==> src/rtl/farrow_resample_ctrl.sv <==
// farrow_resample_ctrl
//   Rate controller in front of the Farrow FIR branch bank. An NCO phase
//   accumulator produces one fractional interval (mu) per output sample and
//   decides, on each output, whether the tap chain advances by one input.
//
// Ports
//   clk, reset          clock, asynchronous active-high reset
//   step    [FRAC:0]    phase increment per output (Q1.FRAC, 1..2^FRAC)
//   s_data  [BITS-1:0]  input sample            (s_valid / s_ready)
//   x_out   [BITS-1:0]  sample for the tap chain, qualified by x_adv strobe
//   mu      [FRAC-1:0]  fractional interval     (m_valid / m_ready)
module farrow_resample_ctrl #(
  parameter int unsigned BITS = 16,
  parameter int unsigned FRAC = 16,
  parameter int unsigned N    = 3
) (
  input  logic            clk,
  input  logic            reset,
  input  logic [FRAC:0]   step,
  input  logic [BITS-1:0] s_data,
  input  logic            s_valid,
  output logic            s_ready,
  output logic [BITS-1:0] x_out,
  output logic            x_adv,
  output logic [FRAC-1:0] mu,
  output logic            m_valid,
  input  logic            m_ready
);

  localparam int unsigned CW = (N > 1) ? $clog2(N) : 1;
  localparam logic [FRAC:0] STEP_MAX = {1'b1, {FRAC{1'b0}}};

  typedef enum logic [1:0] {
    ST_PRIME = 2'd0,
    ST_RUN   = 2'd1,
    ST_FETCH = 2'd2
  } state_t;

  state_t          r_state;
  state_t          w_state_nxt;
  logic [FRAC-1:0] r_acc;
  logic [CW-1:0]   r_cnt;
  logic [BITS-1:0] r_x;
  logic            r_adv;

  logic [FRAC:0]   w_step_e;
  logic [FRAC:0]   w_sum;
  logic            w_carry;
  logic            w_s_ready;
  logic            w_m_valid;
  logic            w_in_hs;
  logic            w_out_hs;
  logic            w_last_prime;

  // Illegal increments (0 or above one full cycle) saturate to one full cycle
  assign w_step_e = ((step == '0) || (step > STEP_MAX)) ? STEP_MAX : step;
  assign w_sum    = {1'b0, r_acc} + w_step_e;
  assign w_carry  = w_sum[FRAC];

  assign w_in_hs      = s_valid && w_s_ready;
  assign w_out_hs     = w_m_valid && m_ready;
  assign w_last_prime = (r_cnt == CW'(N - 1));

  // State register
  always_ff @(posedge clk or posedge reset) begin
    if (reset) begin
      r_state <= ST_PRIME;
    end else begin
      r_state <= w_state_nxt;
    end
  end

  // Next-state logic
  always_comb begin
    w_state_nxt = r_state;
    case (r_state)
      ST_PRIME: if (w_in_hs && w_last_prime) w_state_nxt = ST_RUN;
      // A carry with no sample waiting parks the NCO until one arrives
      ST_RUN:   if (w_out_hs && w_carry && !s_valid) w_state_nxt = ST_FETCH;
      ST_FETCH: if (w_in_hs) w_state_nxt = ST_RUN;
      default:  w_state_nxt = ST_PRIME;
    endcase
  end

  // Output decode; in RUN an input is only taken together with a carrying output
  always_comb begin
    w_s_ready = 1'b0;
    w_m_valid = 1'b0;
    case (r_state)
      ST_PRIME: w_s_ready = 1'b1;
      ST_RUN: begin
        w_m_valid = 1'b1;
        w_s_ready = m_ready && w_carry;
      end
      ST_FETCH: w_s_ready = 1'b1;
      default: begin
        w_s_ready = 1'b0;
        w_m_valid = 1'b0;
      end
    endcase
  end

  // Prime counter, phase accumulator and tap-chain shift register
  always_ff @(posedge clk or posedge reset) begin
    if (reset) begin
      r_cnt <= '0;
      r_acc <= '0;
      r_x   <= '0;
      r_adv <= 1'b0;
    end else begin
      if ((r_state == ST_PRIME) && w_in_hs) begin
        r_cnt <= w_last_prime ? '0 : r_cnt + CW'(1);
      end
      if (w_out_hs) begin
        r_acc <= w_sum[FRAC-1:0];
      end
      r_adv <= w_in_hs;
      if (w_in_hs) begin
        r_x <= s_data;
      end
    end
  end

  assign s_ready = w_s_ready;
  assign m_valid = w_m_valid;
  assign mu      = r_acc;
  assign x_out   = r_x;
  assign x_adv   = r_adv;

endmodule
==> config.mk <==
export PLATFORM = sky130hd
export DESIGN_NAME = farrow_resample_ctrl
export DESIGN_NICKNAME = d
export VERILOG_FILES = /design/src/rtl/farrow_resample_ctrl.sv
export SDC_FILE = /design/constraint.sdc
export NUM_CORES = 1
export LEC_CHECK = 0
export CAP_MARGIN = 20
export CELL_PAD_IN_SITES_DETAIL_PLACEMENT = 1
export CELL_PAD_IN_SITES_GLOBAL_PLACEMENT = 1
export CORE_MARGIN = 2
export CORE_UTILIZATION = 40
export DETAILED_ROUTE_END_ITERATION = 7
export PLACE_DENSITY_LB_ADDON = 0.12
export SETUP_SLACK_MARGIN = 0.1
export SYNTH_ARGS = -nofsm -noshare
export SYNTH_HDL_FRONTEND = slang
export SYNTH_SLANG_ARGS = --single-unit
==> constraint.sdc <==
create_clock -name clk -period 14.9 [get_ports clk]
set_input_delay 3.725 -clock clk [delete_from_list [all_inputs] [get_ports clk]]
set_output_delay 3.725 -clock clk [all_outputs]
set_load 0.05 [all_outputs]
==> impl_results.md, run 1 <==
* Global-route wire length before repair at approximately 15 mm
* Maximum number of pins on one net before global-route repair at 54
* Setup repair after global routing missed its margin: false
* H-tree depth reported by CTS at 2
* Floorplan core area at between 0.007 and 0.008 mm^2
* Crit path DAT at 8380 ps
* Standard-cell row count at 31
* Worst relative slew slack at 0.364
* Final global-route overflow total at 0
* CP top delay family: buffers and inverters
* Fraction of final layout cells sized beyond drive strength 1 at 0.0541
* Kind of end point of the critical path: primary output
* Share of synthesized registers carrying an async set or reset at 1.00
* RePlAce Congestion at roughly 0.83
* Cell types with the largest area share after synthesis: sky130_fd_sc_hd__dfrtp_1 (30%), sky130_fd_sc_hd__ha_1 (7.0%), sky130_fd_sc_hd__nand3_1 (5.8%)
* Highest Clock Rate at 82.6 MHz
* Total number of nets in the final design at between 400 and 500
* Count of max-cap constraint violations at 0
* Die Y-Extent at a little over 90 um
* Total leakage power at 1.58 nW
* Minimum setup slack in the final design at 2800 ps
* Sequential-to-total area share from yosys stat at 0.305
* Crit Path Max Fanout at 35
* Clock sink count at 37
* Number of enable-type register cells in the synthesized netlist at 0
* Result of the run: completed
* Required time at the endpoint of the critical path at 11180 ps
* Post-layout instance area at 0.00388 mm^2
* Tcrit/Tclk final at 0.812
* Via count at 2965
* Yosys cell types at 50
* Total negative slack at 0 ps
* Post-synth top flop: sky130_fd_sc_hd__dfrtp_1
* Flip-flop and latch count after synthesis at 37
* Worst clock skew at 12.2 ps
* Setup-failing EPs final at 0
* DR pass1 iterations at 4
* Floorplan die area at approximately 0.0083 mm^2
* HPWL after detailed placement at 6.26 mm
* Starting density of the core at 0.417
* Dpl cells at roughly 520
* Chip width at 91.2 um
* Area leader, netlist: sky130_fd_sc_hd__dfrtp_1
* Place WS at 2810 ps
* Clock latency on the worst-skew pair at 290 ps
* Net Count, Synth at 424
* Worst setup path category: input pin to primary output
* Avg Vias per Cell at 5.66
* Hold slack at 520 ps
* CTS buffer count at 5
* Element type at the critical path start: input pin
* Cell at the root of the clock tree: sky130_fd_sc_hd__clkbuf_8
* Number of instances in the synthesized netlist at 369
* Final std cells w/o fill at 524
* Slew @ Worst Pin at 953 ps
* Initial antenna violation count at 0
* Hold Fails Final Rpt at 0
* CTS Hold Buffers Added at 0
* Worst Path Buf+Inv at 2
* Antenna-violating nets left at 0
* Post-cts repair resize count at 0
* Instance area after placement at between 0.003 and 0.004 mm^2
* Max stage delay on crit path at approximately 830 ps
* Netlist Area Pre-Place at 0.00304 mm^2
* Initial DRC Count at 106
* Area share of the largest cell type after synthesis at 0.305
* I/O Buffers at 71
* Areal power density over the cells at 215 mW/mm^2
* Slew Limit Fails at 0
* Clock-pin transition on the worst setup and hold timing paths at ~80 ps
* Path type of the worst min-delay path: flip-flop to flip-flop
* Aggregate global-route resource usage at 0.221
* Top library cells by usage in the layout, fill and taps aside: sky130_fd_sc_hd__clkdlybuf4s50_1 (70), sky130_fd_sc_hd__dfrtp_1 (37), sky130_fd_sc_hd__nand3_1 (35), sky130_fd_sc_hd__o21ai_0 (35), sky130_fd_sc_hd__inv_1 (26)
* Most common cell after layout, fill and taps aside: sky130_fd_sc_hd__clkdlybuf4s50_1
* Min Tclk post-route at 12100 ps
* Layout Area Growth over Synthesis at 27.6%
* Critical Path Slowest Stage Cell: sky130_fd_sc_hd__clkdlybuf4s50_1
* Ant. Diodes at 0
* Final routed DRC violation total at 0
* Clock tree from TritonCTS: yes
* Detailed-route wire length per cell at approximately 17 um
* Postcts setup bufs at 0
* Routed wire length at 8.79 mm
* Worst-case vdd ir drop at between 0.1 and 0.15 mV
* Cells along the critical path: clkdlybuf4s50_1 -> nor4_1 -> nand4_1 -> ha_1 -> nor2b_1 -> ha_1 -> fa_1 -> a211oi_1 -> o211ai_2 -> a41oi_2 -> mux2_4 -> o31ai_4 -> clkdlybuf4s50_1
* Average cell area after synthesis at 8.23 um^2
* Vias in the first global route at 3156
* Buffers from clock root to sink, at most at 2
* Warnings, synthesis at 0
* Ports placed on the boundary at 72
cell families (layout without fill, tap and decap cells):
logic type,count (synthesis),after routing,share of synthesized area
and+or+nand+nor,141,141,0.262
DFF,37,37,0.305
xor gates and xnor gates,11,11,0.0317
AOI/OAI and AO/OA,107,107,0.237
buffers and inverters,53,109,0.0787
muxes,2,2,0.00865
adders and majority gates,18,18,0.0766
synthesized netlist by cell type, drive strengths merged, types with 2 or more instances:
| library cell | number |
|---|---|
| o41ai | 2 |
| a21o | 5 |
| clkbuf | 19 |
| a221o | 2 |
| nor3 | 4 |
| nand2b | 2 |
| a211oi | 4 |
| a31oi | 17 |
| nand2 | 23 |
| xor2 | 4 |
| o21ai | 35 |
| buf | 8 |
| and2 | 2 |
| ha | 17 |
| o211ai | 19 |
| nor4 | 5 |
| dfrtp | 37 |
| nand3 | 35 |
| and3 | 2 |
| nand3b | 17 |
| xnor2 | 7 |
| nor3b | 2 |
| a21oi | 12 |
| or3 | 17 |
| inv | 26 |
| nor2 | 7 |
| o22ai | 2 |
| mux2 | 2 |
| nor2b | 20 |
| nand4 | 2 |
power by group:
part | switching, mW | leakage [nW] | internal (mW)
sequential | 0.0455 | 0.439 | 0.147
clock | 0.0397 | 0.0574 | 0.0545
combinational | 0.350 | 1.09 | 0.197
total | 0.435 | 1.58 | 0.398
worst paths after layout:
kind / start / end / slack, ps / cells after the start
worst max register to register: mu[0] / x_out[3] / 11940 / 8
worst min-delay path: mu[4] / mu[4] / 520 / 2
min in group asynchronous: reset / mu[3] / 3860 / 3
max in group asynchronous: reset / mu[10] / 10670 / 3
worst min register to register: mu[4] / mu[4] / 520 / 2
worst max-delay path: step[2] / s_ready / 2800 / 13
worst register-to-register path: stages (launching register included):
cell and delay [ps]:
sky130_fd_sc_hd__dfrtp_1 410, sky130_fd_sc_hd__ha_1 250, sky130_fd_sc_hd__fa_1 430, sky130_fd_sc_hd__a211oi_1 330, sky130_fd_sc_hd__o211ai_2 170, sky130_fd_sc_hd__a41oi_2 330
sky130_fd_sc_hd__mux2_4 490, sky130_fd_sc_hd__or3_1 410, sky130_fd_sc_hd__nand3_1 80
flip-flops by register name, indices dropped and copies added (netlist names):
register / cells
x_adv: 1
r_cnt: 2
x_out: 16
mu: 16
r_state: 2
per-layer routing:
layer / part of all wire / track usage
met1: 0.45 / 0.281
met2: 0.50 / 0.387
met3: 0.034 / 0.0382
met4: 0.0093 / 0.0593
met5: 0 / 0
layout make-up:
type | instances | area, um^2
Fill cell | 911 | 3420
Clock inverter | 2 | 37.5
Inverter | 26 | 97.6
Timing Repair Buffer | 75 | 736
Clock buffer | 6 | 82.6
Multi-Input combinational cell | 279 | 1870
Sequential cell | 37 | 926
Tap cell | 99 | 124
per-stage QoR:
stage / power (mW) / util
after floorplan: 0.585 / -
after global placement: 0.727 / 0.515
after detailed placement: 0.744 / 0.515
after CTS: 0.841 / 0.532
after global routing: 0.898 / 0.532
final: 0.834 / 0.532
Note: power is estimated with default switching activity, not from simulation.
==> inputs of run 2 (changes only) <==
CORE_UTILIZATION = 37   (was 40)
clock period = 11.7 ns   (was 14.9 ns; I/O delays follow)
==> run 2 against run 1 <==
Against the previous run: sequential share of layout area grew 0.11 points; clock-buffer cell count stayed put; hold slack better by 5.5 ps; design area decreased by 0.45%; total power grew 24%; clock skew fell by 7.0 ps; register-to-register slack worse by 3300 ps; clock power fell by 3.6%; sequential power up 28%; critical path depth did not move; wire length increased by 0.88%.
==> impl_results.md, run 2 (synthesis results as in run 1) <==
* Maximum number of pins on one net before global-route repair at 54 (unchanged)
* Final routed DRC violation total at 0 (unchanged)
* Cells along the critical path: clkdlybuf4s50_1 -> nor4_1 -> nand4_1 -> ha_1 -> nor2b_1 -> ha_1 -> fa_1 -> a211oi_1 -> o211ai_2 -> a41oi_2 -> mux2_4 -> o31ai_4 -> clkdlybuf4s50_1 (unchanged)
* Crit path DAT at 7670 ps (was 8380 ps)
* Clock latency on the worst-skew pair at 290 ps (about the same)
* Layout Area Growth over Synthesis at 27.0% (was 27.6%)
* Required time at the endpoint of the critical path at 8780 ps (was 11180 ps)
* Slew Limit Fails at 0 (unchanged)
* Worst relative slew slack at 0.341 (was 0.364)
* Floorplan die area at 0.00895 mm^2 (was 0.00831 mm^2)
* Min Tclk post-route at 10600 ps
* CTS buffer count at 5 (unchanged)
* Routed wire length at 8.87 mm (was 8.79 mm)
* Ant. Diodes at 0 (unchanged)
* Clock-pin transition on the worst setup and hold timing paths at 80 ps (about the same)
* Most common cell after layout, fill and taps aside: sky130_fd_sc_hd__clkdlybuf4s50_1 (unchanged)
* Tcrit/Tclk final at 0.906
* Highest Clock Rate at 94.4 MHz
* Die Y-Extent at 94.6 um (was 91.2 um)
* Wire length on met1 at 4.13 mm (was 3.98 mm)
* Setup repair after global routing missed its margin: false (unchanged)
* Top library cells by usage in the layout, fill and taps aside: sky130_fd_sc_hd__clkdlybuf4s50_1 (71), sky130_fd_sc_hd__dfrtp_1 (37), sky130_fd_sc_hd__nand3_1 (35), sky130_fd_sc_hd__o21ai_0 (35), sky130_fd_sc_hd__inv_1 (26) (was sky130_fd_sc_hd__clkdlybuf4s50_1 (70), sky130_fd_sc_hd__dfrtp_1 (37), sky130_fd_sc_hd__nand3_1 (35), sky130_fd_sc_hd__o21ai_0 (35), sky130_fd_sc_hd__inv_1 (26))
* Kind of end point of the critical path: primary output (unchanged)
* Fraction of final layout cells sized beyond drive strength 1 at 0.0516 (was 0.0541)
* Total negative slack at 0 ps (unchanged)
* Met2 routed WL at 4.33 mm (was 4.43 mm)
* Floorplan core area at 0.00809 mm^2 (was 0.00729 mm^2)
* Standard-cell row count at 33 (was 31)
* Post-layout instance area at 0.00386 mm^2 (was 0.00388 mm^2)
* Tot Pwr at 1.03 mW (was 834 uW)
* Post-cts repair resize count at 0 (unchanged)
* Vias in the first global route at 2978 (was 3156)
* Cell at the root of the clock tree: sky130_fd_sc_hd__clkbuf_8 (unchanged)
* Crit Path Max Fanout at 35 (unchanged)
* Starting density of the core at 0.375 (was 0.417)
* Buffers from clock root to sink, at most at 2 (unchanged)
* Instance area after placement at 0.00378 mm^2 (was 0.00376 mm^2)
* Via count at 2976 (was 2965)
* Ports placed on the boundary at 72 (unchanged)
* Postcts setup bufs at 0 (unchanged)
* Worst clock skew at 5.21 ps (was 12.2 ps)
* Initial antenna violation count at 0 (unchanged)
* Max stage delay on crit path at 830 ps (about the same)
* Avg Vias per Cell at 5.60 (was 5.66)
* Path type of the worst min-delay path: flip-flop to flip-flop (unchanged)
* Detailed-route wire length per cell at 16.7 um (was 16.8 um)
* Clock sink count at 37 (unchanged)
* HPWL after detailed placement at 6.19 mm (was 6.26 mm)
* Fill cell count at 962 (was 911)
* Worst-case vdd ir drop at 0.127 mV (was 0.105 mV)
* RePlAce Congestion at 0.799 (was 0.830)
* Chip width at 94.6 um (was 91.2 um)
* CTS Hold Buffers Added at 0 (unchanged)
* Areal power density over the cells at 268 mW/mm^2 (was 215 mW/mm^2)
* Total leakage power at 1.58 nW (about the same)
* Critical Path Slowest Stage Cell: sky130_fd_sc_hd__clkdlybuf4s50_1 (unchanged)
* Result of the run: completed (unchanged)
* Total number of nets in the final design at 480 (was 479)
* I/O Buffers at 71 (unchanged)
* Aggregate global-route resource usage at 0.206 (was 0.221)
* Initial DRC Count at 64 (was 106)
* Worst setup path category: input pin to primary output (unchanged)
* Slew @ Worst Pin at 988 ps (was 953 ps)
* DR pass1 iterations at 4 (unchanged)
* Global-route wire length before repair at 14.6 mm (was 15.1 mm)
* Setup-failing EPs final at 0 (unchanged)
* Element type at the critical path start: input pin (unchanged)
* Hold Fails Final Rpt at 0 (unchanged)
* H-tree depth reported by CTS at 2 (unchanged)
* Count of max-cap constraint violations at 0 (unchanged)
* Antenna-violating nets left at 0 (unchanged)
* Uppermost signal routing layer after detailed routing: met4 (unchanged)
* Final global-route overflow total at 0 (unchanged)
* Detail Route met3 WL at 343 um (was 296 um)
* Clock tree from TritonCTS: yes (unchanged)
-- run 2: worst paths after layout --
kind | from | to | slack (ps) | depth (start not counted)
min in group asynchronous | reset | x_adv | 3060 | 3
max | step[5] | s_ready | 1100 | 13
max reg2reg | mu[0] | x_out[4] | 8690 | 8
min reg2reg | mu[13] | mu[13] | 530 | 2
min | mu[13] | mu[13] | 530 | 2
max in group asynchronous | reset | x_out[10] | 8280 | 3
-- run 2: layout make-up --
type / instances / area [um^2] / share of cell area
Sequential cell: 37 / 926 / 0.240
Tap cell: 105 / 131 / 0.0340
Timing Repair Buffer: 76 / 748 / 0.194
Multi-Input combinational cell: 279 / 1870 / 0.485
Inverter: 26 / 97.6 / 0.0253
Clock inverter: 2 / 10.0 / 0.00259
Clock buffer: 6 / 72.6 / 0.0188
-- run 2: critical path, delay by kind of cell --
kind            cells  cell delay (ps)
buf+inv             2             1260
fa+ha+maj           3             1250
compound gates      4             1090
simple gates        3              640
mux                 1              490
-- run 2: layer usage --
metal,GRT usage,vias up
met2,0.355,57
met1,0.267,1452
li1,-,1461
met5,0,-
met4,0.0483,0
met3,0.0367,6
-- run 2: through the flow --
step	worst slack, ps	std cells	hold WS [ps]	utilization
global route	769	531	571	0.477
detailed placement	1060	523	513	0.467
global placement	1320	523	503	0.467
CTS	1050	531	534	0.477
finish	1100	531	526	0.477
floorplan	2420	369	505	-
-- run 2: report_power, final --
group	switching [mW]	internal, mW
sequential	0.0585	0.187
combinational	0.447	0.251
clock	0.0495	0.0414
total	0.555	0.480
